`config.mk`:
```
export PLATFORM = sky130hd
export DESIGN_NAME = oai32_bist_ctrl_flat
export DESIGN_NICKNAME = d
export VERILOG_FILES = /design/src/rtl/oai32_bist_ctrl_if.sv /design/src/rtl/oai32_bist_ctrl.sv /design/src/flat_wrapper.sv
export SDC_FILE = /design/constraint.sdc
export NUM_CORES = 1
export LEC_CHECK = 0
export ABC_AREA = 1
export CORE_MARGIN = 1
export CORE_UTILIZATION = 47
export CTS_CLUSTER_SIZE = 20
export DETAILED_ROUTE_END_ITERATION = 7
export HOLD_SLACK_MARGIN = 0.08
export PLACE_DENSITY = 0.71
export SETUP_SLACK_MARGIN = 0.05
export SLEW_MARGIN = 30
export SYNTH_ARGS = -nofsm -noshare
export SYNTH_HDL_FRONTEND = slang
export SYNTH_SLANG_ARGS = --single-unit
```
`constraint.sdc`:
```
create_clock -name clk -period 2.9 [get_ports clk]
set_input_delay 0.87 -clock clk [delete_from_list [all_inputs] [get_ports clk]]
set_output_delay 0.87 -clock clk [all_outputs]
set_load 0.01 [all_outputs]
```
`src/rtl/oai32_bist_ctrl_if.sv`:
```
// Handshake and result bundle between the oai32 BIST sequencer and its user.
// The user drives start/abort and returns the cell's ZN; the sequencer drives the cell pins and the results.
interface oai32_bist_ctrl_if #(
   parameter int ERR_W = 6
);
   logic             start;
   logic             abort;
   logic             zn_in;
   logic             a1;
   logic             a2;
   logic             a3;
   logic             b1;
   logic             b2;
   logic             busy;
   logic             done;
   logic             pass;
   logic [ERR_W-1:0] err_cnt;
   logic             fail_vld;
   logic [4:0]       fail_vec;

   modport master (
      output start, abort, zn_in,
      input  a1, a2, a3, b1, b2, busy, done, pass, err_cnt, fail_vld, fail_vec
   );

   modport slave (
      input  start, abort, zn_in,
      output a1, a2, a3, b1, b2, busy, done, pass, err_cnt, fail_vld, fail_vec
   );
endinterface

```
`src/rtl/oai32_bist_ctrl.sv`:
```
// Exhaustive 32-vector self-test sequencer for one oai32 cell: ZN = !((A1|A2|A3) & (B1|B2)).
// Reports pass/fail, a saturating mismatch count and the first failing vector.
//
// state    | meaning
// ---------+--------------------------------------------------------------
// ST_IDLE  | waiting for start, cell pins held at vector 0
// ST_DRIVE | current vector applied, settle down-counter running
// ST_CHECK | one cycle, ZN compared against golden at the closing edge
// ST_DONE  | all 32 vectors checked, results held until start or abort
module oai32_bist_ctrl #(
   parameter int SETTLE_CYC = 2,
   parameter int ERR_W      = 6
) (
   input  logic               clk,
   input  logic               rst,
   oai32_bist_ctrl_if.slave   bus
);

   typedef enum logic [1:0] {
      ST_IDLE,
      ST_DRIVE,
      ST_CHECK,
      ST_DONE
   } state_t;

   localparam int CNT_W = (SETTLE_CYC > 1) ? $clog2(SETTLE_CYC) : 1;
   localparam logic [CNT_W-1:0] SETTLE_LOAD = CNT_W'(SETTLE_CYC - 1);

   state_t           state;
   logic [4:0]       vec;
   logic [CNT_W-1:0] settle_cnt;
   logic [ERR_W-1:0] err_cnt;
   logic             fail_vld;
   logic [4:0]       fail_vec;
   logic             busy;
   logic             done;
   logic             pass;

   logic             golden_zn;
   logic             mismatch;
   logic             err_sat;

   // vec bit order is {B2,B1,A3,A2,A1}
   assign golden_zn = ~((vec[0] | vec[1] | vec[2]) & (vec[3] | vec[4]));
   assign mismatch  = (bus.zn_in != golden_zn);
   assign err_sat   = &err_cnt;

   always_ff @(posedge clk or posedge rst) begin
      if (rst) begin
         state      <= ST_IDLE;
         vec        <= '0;
         settle_cnt <= '0;
         err_cnt    <= '0;
         fail_vld   <= 1'b0;
         fail_vec   <= '0;
         busy       <= 1'b0;
         done       <= 1'b0;
         pass       <= 1'b0;
      end else if (bus.abort) begin
         // results of the interrupted run stay visible for debug
         state      <= ST_IDLE;
         vec        <= '0;
         settle_cnt <= '0;
         busy       <= 1'b0;
         done       <= 1'b0;
         pass       <= 1'b0;
      end else begin
         case (state)
            ST_IDLE, ST_DONE: begin
               if (bus.start) begin
                  state      <= ST_DRIVE;
                  vec        <= '0;
                  settle_cnt <= SETTLE_LOAD;
                  err_cnt    <= '0;
                  fail_vld   <= 1'b0;
                  fail_vec   <= '0;
                  busy       <= 1'b1;
                  done       <= 1'b0;
                  pass       <= 1'b0;
               end
            end
            ST_DRIVE: begin
               if (settle_cnt == '0) begin
                  state <= ST_CHECK;
               end else begin
                  settle_cnt <= settle_cnt - 1'b1;
               end
            end
            ST_CHECK: begin
               if (mismatch) begin
                  if (!err_sat) begin
                     err_cnt <= err_cnt + 1'b1;
                  end
                  if (!fail_vld) begin
                     fail_vld <= 1'b1;
                     fail_vec <= vec;
                  end
               end
               if (vec == 5'd31) begin
                  state <= ST_DONE;
                  busy  <= 1'b0;
                  done  <= 1'b1;
                  // a nonzero count can never return to zero, so this covers saturation too
                  pass  <= (err_cnt == '0) && !mismatch;
               end else begin
                  state      <= ST_DRIVE;
                  vec        <= vec + 5'd1;
                  settle_cnt <= SETTLE_LOAD;
               end
            end
            default: begin
               state <= ST_IDLE;
            end
         endcase
      end
   end

   assign bus.a1       = vec[0];
   assign bus.a2       = vec[1];
   assign bus.a3       = vec[2];
   assign bus.b1       = vec[3];
   assign bus.b2       = vec[4];
   assign bus.busy     = busy;
   assign bus.done     = done;
   assign bus.pass     = pass;
   assign bus.err_cnt  = err_cnt;
   assign bus.fail_vld = fail_vld;
   assign bus.fail_vec = fail_vec;

endmodule
```
`src/flat_wrapper.sv`:
```
// flat-port wrapper written by rule: the top's interface ports become plain ports
module oai32_bist_ctrl_flat 
#(
   parameter int SETTLE_CYC = 2,
   parameter int ERR_W      = 6
)
  (clk, rst, bus_start, bus_abort, bus_zn_in, bus_a1, bus_a2, bus_a3, bus_b1, bus_b2, bus_busy, bus_done, bus_pass, bus_err_cnt, bus_fail_vld, bus_fail_vec);
  oai32_bist_ctrl_if #(.ERR_W(ERR_W)) bus_i ();
  input  logic clk;
  input  logic rst;
  input wire logic [$bits(bus_i.start)-1:0] bus_start;
  input wire logic [$bits(bus_i.abort)-1:0] bus_abort;
  input wire logic [$bits(bus_i.zn_in)-1:0] bus_zn_in;
  output wire logic [$bits(bus_i.a1)-1:0] bus_a1;
  output wire logic [$bits(bus_i.a2)-1:0] bus_a2;
  output wire logic [$bits(bus_i.a3)-1:0] bus_a3;
  output wire logic [$bits(bus_i.b1)-1:0] bus_b1;
  output wire logic [$bits(bus_i.b2)-1:0] bus_b2;
  output wire logic [$bits(bus_i.busy)-1:0] bus_busy;
  output wire logic [$bits(bus_i.done)-1:0] bus_done;
  output wire logic [$bits(bus_i.pass)-1:0] bus_pass;
  output wire logic [$bits(bus_i.err_cnt)-1:0] bus_err_cnt;
  output wire logic [$bits(bus_i.fail_vld)-1:0] bus_fail_vld;
  output wire logic [$bits(bus_i.fail_vec)-1:0] bus_fail_vec;
  assign bus_i.start = bus_start;
  assign bus_i.abort = bus_abort;
  assign bus_i.zn_in = bus_zn_in;
  assign bus_a1 = bus_i.a1;
  assign bus_a2 = bus_i.a2;
  assign bus_a3 = bus_i.a3;
  assign bus_b1 = bus_i.b1;
  assign bus_b2 = bus_i.b2;
  assign bus_busy = bus_i.busy;
  assign bus_done = bus_i.done;
  assign bus_pass = bus_i.pass;
  assign bus_err_cnt = bus_i.err_cnt;
  assign bus_fail_vld = bus_i.fail_vld;
  assign bus_fail_vec = bus_i.fail_vec;
  oai32_bist_ctrl #(.SETTLE_CYC(SETTLE_CYC), .ERR_W(ERR_W)) u_core (.clk(clk), .rst(rst), .bus(bus_i));
endmodule
```
# After elaboration in Yosys (flattened, before gate mapping)
# Cells that the tools add are included.
# classes
n_mux	33
shifts	0
eq_ne	13
div	0
n_reduce_logical	15
multipliers	0
addsub	3
n_lt_le_gt_ge	0
n_bitwise	6
# op_table
op	n
2-to-1 mux 5 bit	5
case mux 5 bit (2 select lines)	2
2-to-1 mux 6 bit	3
2-to-1 mux 1 bit	12
case mux 6 bit (2 select lines)	1
AND reduction 5 bit	2
!= test 3 bit (second input constant)	3
2-to-1 mux 2 bit	4
case mux 1 bit (2 select lines)	4
adder 6 x 1 -> 6 bit (second input constant)	1
logical NOT 6 bit	1
!= test 2 bit (second input constant)	3
case mux 2 bit (3 select lines)	1
AND reduction 3 bit	2
AND reduction 6 bit	1
adder 5 x 1 -> 5 bit (second input constant)	1
equality test 5 bit (second input constant)	1
equality test 2 bit (second input constant)	2
AND reduction 2 bit	2
AND reduction 4 bit	1
!= test 3 x 2 -> 1 bit (second input constant)	1
OR 1 bit	3
case mux 1 bit (3 select lines)	1
nonzero test 3 bit	1
other kinds (11)	12
# word_totals
input_bits	5
romBits	0
mem_bits_rw	0
memories	0
latch_bits	0
output_inout_bits	20
register_bits	23

# Longest topological paths before layout
# Gate-level depths: netlist of run 1.
# logic_depth
depth_word	10
mapped_depth	11
ltp_nobuf	10

# Worst setup path after synthesis of run 1
# OpenSTA, ideal clock, no wires.
# synth_path
path_type	input to register
from	input port bus_start
to	register u_core.err_cnt[2] (netlist: u_core.bus.err_cnt[2])
cell_stages	8
required_ns	2.782
path_buffers	1
arrival_time_ns	1.574
slack_ns	1.208
cell_sequence	inv_1 > nand2_1 > nand2_4 > nor2_4 > nand3_2 > buf_6 > nand2_1 > o21ai_2
# synth_via
elab_chain_len	2
# synth_rtl
element	line_no	source
start, declared	flat_wrapper.sv:11	input wire logic [$bits(bus_i.start)-1:0] bus_start;
!= test 2 bit (no source line)	n/a	
AND reduction 5 bit (no source line)	n/a	
end signal, assigned	oai32_bist_ctrl.sv:92	err_cnt <= err_cnt + 1'b1;
end, declared	oai32_bist_ctrl.sv:32	logic [ERR_W-1:0] err_cnt;
# Every way passes these cells.
# A chain may end at the register's enable or synchronous reset.

# Worst setup path after layout of run 1
# layout_path
from	register u_core.err_cnt[2] (netlist: u_core.bus.err_cnt[2])
to	output port bus_err_cnt[2]
# layout_lines
element	line_no	source
end, declared	flat_wrapper.sv:22	output wire logic [$bits(bus_i.err_cnt)-1:0] bus_err_cnt;
# No word-level cell between the ends.

==> run metrics, run 1 <==
status=completed; clock sink total=23; switching share of power=34.8%; setup TNS=0 ps; total core area=approximately 0.0026 sq mm; vias in the first global route=1014; CTS tree=done; drt wl/cell=12.1 um; Layout area overhead=22.6%; max-slew violations=0; Routed Antenna Nets=0; met3 wire length=114 um; row count=18; P_sw=0.000249 W; Final Non-Filler Cells=216; critical path's slowest cell=clkdlybuf4s50_1; Static Leakage=0.730 nW; H-tree Lvls=1; RSZ-0062 raised after global routing=false; Arr. time, crit path=1360 ps; fin nets=200; fin crit period=~2200 ps; num ports=25; endpoints failing setup=0; final hold vios=0; share of the synthesized area in the top cell type=between 40% and 50%; HP Class=reg -> reg; initial antenna violation count=0; Crit Path Class=reg -> out; Max-slew headroom=75.7%; Die ar.=0.00302 sq mm; DR top layer=met4; via count=1093; Initial Utilization=51.3%; Yosys top cell by area=dfrtp_1; power share of the combinational group=between 30 and 40%; first-pass GRT wire length=4440 um; Initial DRT Pass Iterations=5; Tot GR Track Use=20.9%; Synth Cell Area=0.00132 sq mm; setup ws final=668 ps; #FFs+latches synth=23; max_cap viols=0; Die Wd=54.9 um; clock buffer depth=2; Die Y-Extent=54.9 um; gpl congestion=0.798; crit-path cells=clkdlybuf4s50_1; Max Fclk=about 450 MHz; clk root buf=clkbuf_4; CP Max Fanout=7; Post-Synthesis Cells=159; CP Capture Type=output port; Place WS=about 540 ps; Top Family by Delay on Critical Path=buffers and inverters; clock slew at reported path FFs=130 ps; crit path launch type=flop; fill count=233; skew final=3.92 ps; worst skew pair latency=310 ps; Crit path largest cell delay=570 ps; sequential share of the synthesized area=around 44%; remaining global-route overflow=0; drt drc=0; CTS Hold Buffers Added=0; Worst Max-Slew Pin Slew=363 ps; CTS Buf Count=3; syn nets=172; PostCTS Resize Cnt=0; cell internal pwr=0.000467 W; largest net degree at the start of global routing=24; VDD IR max=359 uV; WP data required=roughly 2000 ps; fraction of layout cells with a size suffix above 1=12.4%; synth top area cells=dfrtp_1 (44%), nand2_1 (12%), ha_1 (7.6%); hpwl dp=1970 um; CP bufs+invs=1; post-CTS setup buffer count=0; Met2 Wirelength=1200 um; power density cells=approximately 440 mW/mm^2; Yosys cell types=27; n_diodes=0; vias per cell=5.06; met1 wire length=between 1000 and 1500 um; initial DRC count=26; Period Utilization, post-route=77.0%; Synth warnings=0; register share of total power=49.5%; clock power share=about a fifth; # port buffers=24; Routed WL=2610 um; Cells after DPL=between 200 and 250; syn_area_per_cell=between 8 and 9 sq um
## synth_stat cells
cell,n
dfrtp_1,23
nor2_4,1
a21oi_1,3
ha_1,8
o22ai_1,1
nor2_1,9
buf_6,1
nand4_1,1
or2_2,1
xor2_1,1
inv_1,18
o31ai_1,1
o21ai_0,10
o21ai_2,6
o32ai_1,1
clkbuf_1,1
inv_4,1
nand2_2,1
o21ai_1,5
nand3_2,3
nor3_2,1
nand2_4,2
buf_4,1
nand2_1,43
nand3_1,13
nand3b_1,2
inv_2,1
## power groups by stage
| stage | registers [W] | clock network, W | logic [W] |
|---|---|---|---|
| after floorplan | 0.000362 | 0 | 0.000156 |
| after global placement | 0.000359 | 0 | 0.000208 |
| after detailed placement | 0.000361 | 0 | 0.000215 |
| after CTS | 0.000354 | 0.000154 | 0.000217 |
| after global routing | 0.000358 | 0.000175 | 0.000241 |
| final | 0.000354 | 0.000147 | 0.000215 |
## worst register-to-register path, cell delays in order, from the launching register on
cell,delay (ps)
dfrtp_1,400
inv_1,80
ha_1,340
nand2_1,180
nand2_4,90
nor2_4,140
nand3_2,270
nand2_1,160
o21ai_2,60
## per-stage QoR
| step | area (sq um) | hold WS [ps] | util, % | total power [W] |
|---|---|---|---|---|
| after floorplan | 1320 | 452 | - | 0.000519 |
| after global placement | 1590 | 465 | 61.8 | 0.000567 |
| after detailed placement | 1590 | 477 | 61.8 | 0.000576 |
| after CTS | 1620 | 507 | 62.9 | 0.000726 |
| after global routing | 1620 | 525 | 62.9 | 0.000773 |
| final | 1620 | 501 | 62.9 | 0.000716 |
## registers in the layout, summed over array words and instances (netlist names)
register / cells
u_core.bus.fail_vld: 1
u_core.bus.busy: 1
u_core.bus.fail_vec: 5
u_core.bus.done: 1
u_core.bus.err_cnt: 6
u_core.vec: 5
u_core.bus.pass: 1
u_core.settle_cnt: 1
u_core.state: 2
## cell type report
| type | instances | area, sq um | area share [%] |
|---|---|---|---|
| Clock inverter | 1 | 5.00 | 0.310 |
| Inverter | 20 | 77.6 | 4.80 |
| Sequential cell | 23 | 576 | 35.6 |
| Multi-Input combinational cell | 113 | 642 | 39.7 |
| Timing Repair Buffer | 26 | 255 | 15.8 |
| Clock buffer | 3 | 22.5 | 1.39 |
| Tap cell | 30 | 37.5 | 2.32 |
## worst paths after layout
path / startpoint / end / slack, ps / cells after the start
setup / recovery: u_core.bus.err_cnt[2] / bus_err_cnt[2] / 670 / 1
hold / removal: u_core.bus.fail_vec[3] / u_core.bus.fail_vec[3] / 500 / 2
setup reg to reg: u_core.state[0] / u_core.bus.err_cnt[3] / 1080 / 8
hold reg to reg: u_core.bus.fail_vec[3] / u_core.bus.fail_vec[3] / 500 / 2
max in group asynchronous: rst / u_core.vec[0] / 1780 / 3
min in group asynchronous: rst / u_core.bus.err_cnt[1] / 890 / 3
## per-layer routing
metal	track usage, %	vias up
met5	0	-
met4	6.25	0
met3	2.73	2
met2	36.3	29
met1	26.9	493
li1	-	569
## logic make-up after synthesis
group | after synthesis | share of synthesized area (%)
and+or+nand+nor | 77 | 27.9
AOI/OAI and AO/OA | 27 | 12.5
buffers and inverters | 23 | 7.60
DFF | 23 | 43.7
adders and majority gates | 8 | 7.60
xor gates and xnor gates | 1 | 0.665
## layout by cell type, fill, tap and decap left out, drive strengths merged
cell type / count
clkbuf: 3
dfrtp: 23
o32ai: 1
nor3: 1
buf: 2
a21oi: 3
o22ai: 1
o21ai: 21
clkdlybuf4s50: 24
nand4: 1
ha: 8
nand3b: 2
xor2: 1
or2: 1
inv: 20
nor2: 10
nand2: 46
nand3: 16
clkinv: 1
o31ai: 1
No activity file was read; power rests on OpenSTA's default activity.
==> run 2, diff against run 1 <==
==> constraint.sdc (replaced) <==
create_clock -name clk -period 2.1 [get_ports clk]
set_input_delay 0.63 -clock clk [delete_from_list [all_inputs] [get_ports clk]]
set_output_delay 0.63 -clock clk [all_outputs]
set_load 0.01 [all_outputs]
==> run 2 against run 1 <==
Net effect: hold slack gained 9.1 ps; combinational power increased by 44%; clock power grew 42%; cell count is 1.4% higher; sequential power rose by 38%; sequential share of layout area down 0.44 points; register-to-register slack worse by 720 ps; critical path type unchanged; sequential cell count unchanged; first-iteration DRC count shrank 15%; largest cell class unchanged; total power is 41% higher.
==> run metrics, run 2 (same netlist as run 1, synthesis figures left out) <==
status=completed; Arr. time, crit path=1330 ps; crit path launch type=flop; max_cap viols=0; critical path's slowest cell=clkdlybuf4s50_1; crit-path cells=clkdlybuf4s50_1; largest net degree at the start of global routing=24; fin crit period=between 1500 and 2000 ps; worst skew pair latency=310 ps; Tot GR Track Use=19.4%; RSZ-0062 raised after global routing=false; max reg flops=6; Period Utilization, post-route=between 90 and 100%; placed cell area=0.00161 sq mm; gpl congestion=0.806; total core area=0.00257 sq mm; Max Fclk=511 MHz; remaining global-route overflow=0; Top Family by Delay on Critical Path=buffers and inverters; Max-slew headroom=~76%; Place WS=46.5 ps; Crit path largest cell delay=560 ps; row count=18; post-route cell area=0.00164 sq mm; num ports=25; endpoints failing setup=0; skew final=6.90 ps; most common cell after layout, fill and taps aside=nand2_1; PostCTS Resize Cnt=0; fraction of layout cells with a size suffix above 1=14.3%; Die Y-Extent=54.9 um; Routed WL=~2600 um; n_diodes=0; via count=~1.1k; Initial DRT Pass Iterations=4; # port buffers=24; fill count=~230; clk root buf=clkbuf_4; biggest regs=u_core.bus.err_cnt x6, u_core.bus.fail_vec x5, u_core.vec x5; first-pass GRT wire length=between 4000 and 5000 um; setup ws final=142 ps; max-slew violations=0; fin nets=slightly above 200; vias in the first global route=993; HP Class=reg -> reg; Routed Antenna Nets=0; CP Capture Type=output port; clock buffer depth=2; WP data required=1470 ps; Static Leakage=0.743 nW; CP Max Fanout=6; CTS Hold Buffers Added=0; worst hold slack=511 ps; Worst Max-Slew Pin Slew=353 ps; power density cells=614 mW/mm^2; setup TNS=0 ps; initial antenna violation count=0; clock slew at reported path FFs=130 ps; H-tree Lvls=1; final hold vios=0; Initial Utilization=51.3%; clock sink total=23; hpwl dp=1940 um; VDD IR max=506 uV; CP bufs+invs=1; Post-Route Utilization=a little under two thirds; drt drc=0; Largest Register=u_core.bus.err_cnt; CTS tree=done; Die ar.=0.00302 sq mm; CTS Buf Count=3; initial DRC count=22; vias per cell=5.06; Die Wd=54.9 um; Crit Path Class=reg -> out; most frequent cells in the layout=nand2_1 (43), clkdlybuf4s50_1 (24), dfrtp_1 (22); Layout area overhead=24.4%; drt wl/cell=around 12 um; post-CTS setup buffer count=0
[run 2: cell types whose count changed in the layout (fill, tap and decap cells not counted)]
cell / previous run / this run
buf_4: 2 / 5
dfrtp_1: 23 / 22
dfrtp_2: 0 / 1
[run 2: cell type report]
cell class              count  area (sq um)  area share, %
well taps                  30          37.5           2.29
clock inverters             1          5.00          0.305
repair buffers             29           278           16.9
multi-input cells         113           642           39.2
inverters                  20          77.6           4.73
flip-flops and latches     23           577           35.2
clock buffers               3          22.5           1.37
[run 2: power by group]
part,internal (W),switching (W)
Sequential,0.000470,0.0000187
Clock,0.0000712,0.000138
Combinational,0.000117,0.000192
Total,0.000658,0.000348
[run 2: per-stage QoR]
step | power [W] | instances
after floorplan | 0.000716 | 159
after global placement | 0.000796 | 215
after detailed placement | 0.000804 | 215
after CTS | 0.00102 | 219
after global routing | 0.00107 | 219
final | 0.00101 | 219
[run 2: path summary, 6_finish.rpt]
path / from / slack (ps) / endpoint / cells past startpoint
worst max register to register: u_core.state[0] / 360 / u_core.bus.err_cnt[4] / 8
min in group asynchronous: rst / 630 / u_core.bus.err_cnt[0] / 3
max in group asynchronous: rst / 1220 / u_core.bus.err_cnt[2] / 3
worst min-delay path: u_core.bus.fail_vec[1] / 510 / u_core.bus.fail_vec[1] / 2
worst min register to register: u_core.bus.fail_vec[1] / 510 / u_core.bus.fail_vec[1] / 2
worst max-delay path: u_core.bus.err_cnt[4] / 140 / bus_err_cnt[4] / 1
[run 2: metal layers]
metal / GRT usage, % / vias up / part of all wire, % / routed length (um)
met4: 6.25 / 0 / 0.57 / 15
li1: - / 577 / - / -
met5: 0 / - / 0 / 0
met1: 25.2 / 511 / 49 / 1290
met2: 33.1 / 18 / 47 / 1240
met3: 2.73 / 2 / 3.0 / 80
